File: src/rtl/div_unit.sv
// Iterative radix-2 restoring divider for DIV/DIVU (quotient -> LO, remainder -> HI).
// Optional build macro DIV_EARLY_OUT_EN: finish in one cycle when |dividend| < |divisor|.
module div_unit #(
  parameter int WIDTH = 32,
  parameter int CNT_W = 6
) (
  input  logic             clk,
  input  logic             rst,
  input  logic             start,
  input  logic             signed_div,
  input  logic             cancel,
  input  logic [WIDTH-1:0] operand_1,
  input  logic [WIDTH-1:0] operand_2,
  output logic             busy,
  output logic             done,
  output logic [WIDTH-1:0] quotient,
  output logic [WIDTH-1:0] remainder,
  output logic             div_by_zero
);

  localparam logic [WIDTH-1:0] ZERO = {WIDTH{1'b0}};
  localparam logic [WIDTH-1:0] ONES = {WIDTH{1'b1}};
  localparam logic [WIDTH-1:0] ONE  = {{(WIDTH-1){1'b0}}, 1'b1};
  localparam logic [CNT_W-1:0] LAST = CNT_W'(WIDTH - 1);

  typedef enum logic [1:0] {
    IDLE = 2'd0,
    RUN  = 2'd1,
    DONE = 2'd2
  } state_t;

  state_t state_r, state_s;

  logic [WIDTH-1:0] dvd_r, dvs_r, prem_r;
  logic [CNT_W-1:0] cnt_r;
  logic             sign_q_r, sign_r_r;

  logic             zero_s, early_s, last_s, qbit_s;
  logic [WIDTH-1:0] mag1_s, mag2_s, next_rem_s, next_dvd_s;
  logic [WIDTH:0]   shifted_s, trial_s;

  function automatic logic [WIDTH-1:0] neg(input logic [WIDTH-1:0] v);
    neg = ~v + ONE;
  endfunction

  function automatic logic [WIDTH-1:0] mag(input logic [WIDTH-1:0] v, input logic en);
    mag = (en && v[WIDTH-1]) ? neg(v) : v;
  endfunction

  assign zero_s = (operand_2 == ZERO);
  assign mag1_s = mag(operand_1, signed_div);
  assign mag2_s = mag(operand_2, signed_div);
  assign last_s = (cnt_r == LAST);

`ifdef DIV_EARLY_OUT_EN
  assign early_s = (mag1_s < mag2_s);
`else
  assign early_s = 1'b0;
`endif

  // The trial subtract is one bit wider than the operands, so its MSB is the borrow.
  assign shifted_s  = {prem_r, dvd_r[WIDTH-1]};
  assign trial_s    = shifted_s - {1'b0, dvs_r};
  assign qbit_s     = ~trial_s[WIDTH];
  assign next_rem_s = qbit_s ? trial_s[WIDTH-1:0] : shifted_s[WIDTH-1:0];
  assign next_dvd_s = {dvd_r[WIDTH-2:0], qbit_s};

  // Next-state selection; cancel wins over everything except reset.
  always_comb begin
    state_s = state_r;
    if (cancel) begin
      state_s = IDLE;
    end else begin
      case (state_r)
        IDLE, DONE: begin
          if (start) begin
            state_s = (zero_s || early_s) ? DONE : RUN;
          end else begin
            state_s = IDLE;
          end
        end
        RUN: begin
          if (last_s) begin
            state_s = DONE;
          end else begin
            state_s = RUN;
          end
        end
        default: state_s = IDLE;
      endcase
    end
  end

  // State register with busy/done registered from the next state.
  always_ff @(posedge clk) begin
    if (!rst) begin
      state_r <= IDLE;
      busy    <= 1'b0;
      done    <= 1'b0;
    end else begin
      state_r <= state_s;
      busy    <= (state_s == RUN);
      done    <= (state_s == DONE);
    end
  end

  // Operand latching, shift/subtract iteration and result write-back.
  always_ff @(posedge clk) begin
    if (!rst) begin
      dvd_r       <= ZERO;
      dvs_r       <= ZERO;
      prem_r      <= ZERO;
      cnt_r       <= {CNT_W{1'b0}};
      sign_q_r    <= 1'b0;
      sign_r_r    <= 1'b0;
      quotient    <= ZERO;
      remainder   <= ZERO;
      div_by_zero <= 1'b0;
    end else if (!cancel) begin
      case (state_r)
        IDLE, DONE: begin
          if (start) begin
            sign_q_r <= signed_div & (operand_1[WIDTH-1] ^ operand_2[WIDTH-1]);
            sign_r_r <= signed_div & operand_1[WIDTH-1];
            dvd_r    <= mag1_s;
            dvs_r    <= mag2_s;
            prem_r   <= ZERO;
            cnt_r    <= {CNT_W{1'b0}};
            if (zero_s) begin
              quotient    <= ONES;
              remainder   <= operand_1;
              div_by_zero <= 1'b1;
            end else if (early_s) begin
              quotient    <= ZERO;
              remainder   <= operand_1;
              div_by_zero <= 1'b0;
            end
          end
        end
        RUN: begin
          dvd_r  <= next_dvd_s;
          prem_r <= next_rem_s;
          cnt_r  <= cnt_r + {{(CNT_W-1){1'b0}}, 1'b1};
          if (last_s) begin
            quotient    <= sign_q_r ? neg(next_dvd_s) : next_dvd_s;
            remainder   <= sign_r_r ? neg(next_rem_s) : next_rem_s;
            div_by_zero <= 1'b0;
          end
        end
        default: ;
      endcase
    end
  end

endmodule

File: config.mk
export PLATFORM = sky130hd
export DESIGN_NAME = div_unit
export DESIGN_NICKNAME = d
export VERILOG_FILES = /design/src/rtl/div_unit.sv
export SDC_FILE = /design/constraint.sdc
export NUM_CORES = 1
export LEC_CHECK = 0
export BUFFER_PORTS_ARGS = -buffer_cell sky130_fd_sc_hd__buf_4
export CORE_MARGIN = 2
export CORE_UTILIZATION = 42
export DETAILED_ROUTE_END_ITERATION = 10
export PLACE_DENSITY_LB_ADDON = 0.2
export SETUP_SLACK_MARGIN = 0.2
export SLEW_MARGIN = 20
export SYNTH_ARGS = -nofsm -noshare
export SYNTH_HDL_FRONTEND = slang
export SYNTH_SLANG_ARGS = --single-unit
File: constraint.sdc
create_clock -name clk -period 11.7 [get_ports clk]
set_clock_uncertainty 0.2 [all_clocks]
set_input_delay 2.34 -clock clk [delete_from_list [all_inputs] [get_ports clk]]
set_output_delay 2.34 -clock clk [all_outputs]
set_load 0.01 [all_outputs]
==> summary.md <==
| Metric | Value |
|---|---|
| FMAX | `about 0.17 GHz` |
| Post-synthesis compound-gate area fraction | `around 29%` |
| DRC | `0` |
| Net load switching power | `0.543 mW` |
| Post-synth EDFFs | `0` |
| Syn nets | `1711` |
| Gp weighted congestion | `~0.95` |
| Post-CTS Resized | `0` |
| Count leader, synth | `nor2_1` |
| CTS tree | `yes` |
| Die Area | `29800 µm²` |
| Starting density of the core | `42.8%` |
| Least-Margin Pin Slew | `between 0.8 and 0.9 ns` |
| Ports | `about 140` |
| Drt first pass iters | `5` |
| Number of setup buffers added after CTS | `0` |
| Status | `finished clean` |
| CP startpoint | `operand_2[2]` |
| Post-synthesis instance total | `around 1600` |
| Worst path top cell family by delay | `simple AND/OR/NAND/NOR gates` |
| Crit end category | `flip-flop` |
| Hpwl dp | `28.0 mm` |
| Fillers | `roughly 2900` |
| Final WL | `~38 mm` |
| Worst endpoint required time | `between 10 and 15 ns` |
| Crit path buffers/inverters | `2` |
| Commonest cells in the netlist | `nor2_1 (215), dfxtp_1 (173), a21oi_1 (152)` |
| Fraction of layout cells with a size suffix above 1 | `about an eighth` |
| Top post-synthesis cells by area | `dfxtp_1 (29%), nor2_1 (6.8%), a21oi_1 (6.4%), xor2_1 (5.6%), nand2_1 (4.6%)` |
| Clock slew seen by the registers of the worst setup and hold paths | `around 0.080 ns` |
| Combinational Power Share | `around 22%` |
| Pleak | `between 5 and 6 nW` |
| WP data arrival | `roughly 6.0 ns` |
| Net Sw Frac | `about a third` |
| Slowest CP cell | `buf_4` |
| Clock share of power | `between 30% and 40%` |
| Asr flop ratio synth | `0%` |
| Synth Area in Simple Gates | `22.0%` |
| Die X | `173 µm` |
| Post-Synth Adder-Cell Area | `4.04%` |
| CTS root buf | `clkbuf_16` |
| Register area share after synthesis | `roughly 29%` |
| Clock Path Buffers | `2` |
| FF+latch count, synth | `approximately 170` |
| Core area | `~28000 µm²` |
| Sequence of cells on the critical path | `buf_4 > or4_1 > nor3_1 > nand2_1 > nand4b_1 > nor4_1 > o21a_1 > and2_2 > buf_4 > nand2_1 > nor2_1 > a221oi_1 > a21oi_1` |
| Sum Neg Setup Slack | `0 ns` |
| Largest family of logic cells by synthesized area | `compound AO/OA/AOI/OAI gates` |
| Clock Sinks | `173` |
| Multiplexer area fraction after synthesis | `under 10%` |
| Diode count | `0` |
| Post-place instance area | `around 13000 µm²` |
| Design area | `13800 µm²` |
| First-pass GRT wire length | `~62 mm` |
| Iteration-0 DRC Markers | `slightly above 1000` |
| Synth Area in XOR/XNOR | `approximately a tenth` |
| Crit share post-route | `49.9%` |
| Site row count | `61` |
| Largest net degree at the start of global routing | `86` |
| Normalized max-slew margin | `40.8%` |
| Synth Area per Inst | `7.45 µm²` |
| Power per Cell Area | `between 100 and 150 nW/µm²` |
| Nets | `roughly 1800` |
| Distinct cells, synth | `77` |
| H-tree levels | `4` |
| Cell Area, Synth | `about 12000 µm²` |
| Synth Warn # | `0` |
| FF-to-FF path depth | `22` |
| Wire length per cell | `between 15 and 20 µm` |
| Vias | `around 12000` |
| Endpoints failing setup | `0` |
| RSZ-0062 raised after global routing | `no` |
| Total CTS buffers | `17` |
| Pwr Total | `around 1.6 mW` |
| Area share of the largest cell type after synthesis | `approximately 29%` |
| Initial antenna violation count | `0` |
| Maximum vdd ir drop | `between 90 and 100 µV` |
| Critical Path Max Stage Delay | `0.59 ns` |
| Final Hold Violating Endpoints | `0` |
| Number of global-route vias before repair | `between 10000 and 15000` |
| Die Y | `about 170 µm` |
| Tot GR Track Use | `between 20% and 30%` |
| Post-layout min period | `slightly below 6 ns` |
| Hold Crit Start | `dvs_r[24]` |
| Hold-fix buffers at CTS | `0` |
| Port bufs | `approximately 140` |
| Non-filler cells, final | `2059` |
| Placed Instances | `2027` |
| Worst r2r src | `dvd_r[31]` |
| Max-slew violation count | `0` |
| Crit. path cell count | `13` |
| Reg power frac | `39.7%` |
| Post-synth top area cell | `dfxtp_1` |
| Crit path max fanout | `79` |
| Later-pin clock latency in the skew report | `0.45 ns` |
| Kind of critical path | `input pin to flip-flop` |
| HP Class | `flip-flop to flip-flop` |
| Max Cap Viol | `0` |
| Ys flop type | `dfxtp_1` |
| P_int | `around 1.1 mW` |
| Hold Path Stages | `2` |
| Area Overhead vs Synth | `15.4%` |
| Post-route ant nets | `0` |
| Via/cell ratio | `slightly below 6` |
| GRT Residual Overflow | `0` |
| Post-layout util | `slightly below 50%` |
| Element type at the critical path start | `input pin` |
layout make-up:
cell class | instances | area, µm² | share of cell area [%]
Multi-Input combinational cell | 1271 | 7890 | 57.2
Sequential cell | 173 | 3460 | 25.1
Tap cell | 378 | 473 | 3.43
Clock inverter | 15 | 215 | 1.56
Inverter | 56 | 211 | 1.53
Timing Repair Buffer | 149 | 1120 | 8.11
Clock buffer | 17 | 425 | 3.08
power groups by stage:
stage	combinational [mW]	sequential (mW)	clock (mW)
6_report	0.346	0.632	0.615
5_1_grt	0.382	0.635	0.644
4_1_cts	0.341	0.632	0.625
3_5_place_dp	0.339	0.645	0
3_3_place_gp	0.337	0.645	0
2_1_floorplan	0.234	0.641	0
path summary, 6_finish.rpt:
path	to	slack, ns
min reg2reg	dvs_r[24]	0.26
min	dvs_r[24]	0.26
max	remainder[26]	5.86
max reg2reg	remainder[28]	5.93
cell usage in the layout, fill, tap and decap left out, types with 5 or more instances in the layout:
master and count:
and4_1 6, a21o_1 10, nand3_1 23, a311oi_1 28, or2_2 7, o21ai_1 6
nand3b_1 6, a31oi_1 15, nand2_1 147, xnor2_1 52, nor2_1 213, nor4_1 14
buf_4 149, ha_1 37, clkbuf_16 17, and2_1 22, o21a_1 11, nor3_1 29
or4_1 8, o22ai_1 7, a22oi_1 18, dfxtp_1 173, and3_1 14, o21ai_0 101
clkinv_8 8, mux2_2 7, o211ai_1 10, mux2i_1 13, or3_1 26, o31ai_1 32
nor2b_1 9, nand4_1 12, o211a_1 5, a21oi_1 152, o31a_1 7, o41ai_1 13
inv_1 54, a211oi_1 59, nand2b_1 6, xor2_1 77
per-stage QoR:
step           hold slack, ns  setup slack (ns)
4_1_cts                 0.256              5.90
3_3_place_gp            0.242              5.58
2_1_floorplan           0.232              6.41
6_report                0.257              5.86
3_5_place_dp            0.245              5.46
5_1_grt                 0.266              5.42
state kept, by name, indices dropped and copies added, names as in the netlist, 2 cells and up:
name and flops:
dvd_r 32, dvs_r 32, prem_r 32, quotient 32, remainder 32, cnt_r 6
state_r 2
worst register-to-register path: cells and delay by family, from the launching register on:
family	cells	cell delay, ns
compound gates	8	1.70
xor+xnor	1	0.21
fa+ha+maj	3	0.83
buf+inv	3	0.72
flops	1	0.39
simple gates	7	1.57
cells by family after synthesis:
kind of cell / Yosys count
and+or+nand+nor: 562
AOI/OAI and AO/OA: 522
DFF: 173
buffers and inverters: 160
xor gates and xnor gates: 129
adders and majority gates: 38
muxes: 20
metal layers:
metal | up-vias | wire (µm) | global-route usage (%)
met1 | 5704 | 18200 | 35.7
met5 | - | 0 | 0
met2 | 379 | 17400 | 41.5
li1 | 5949 | - | -
met4 | 0 | 561 | 5.26
met3 | 40 | 2080 | 3.39
No activity file was read; power rests on OpenSTA's default activity.
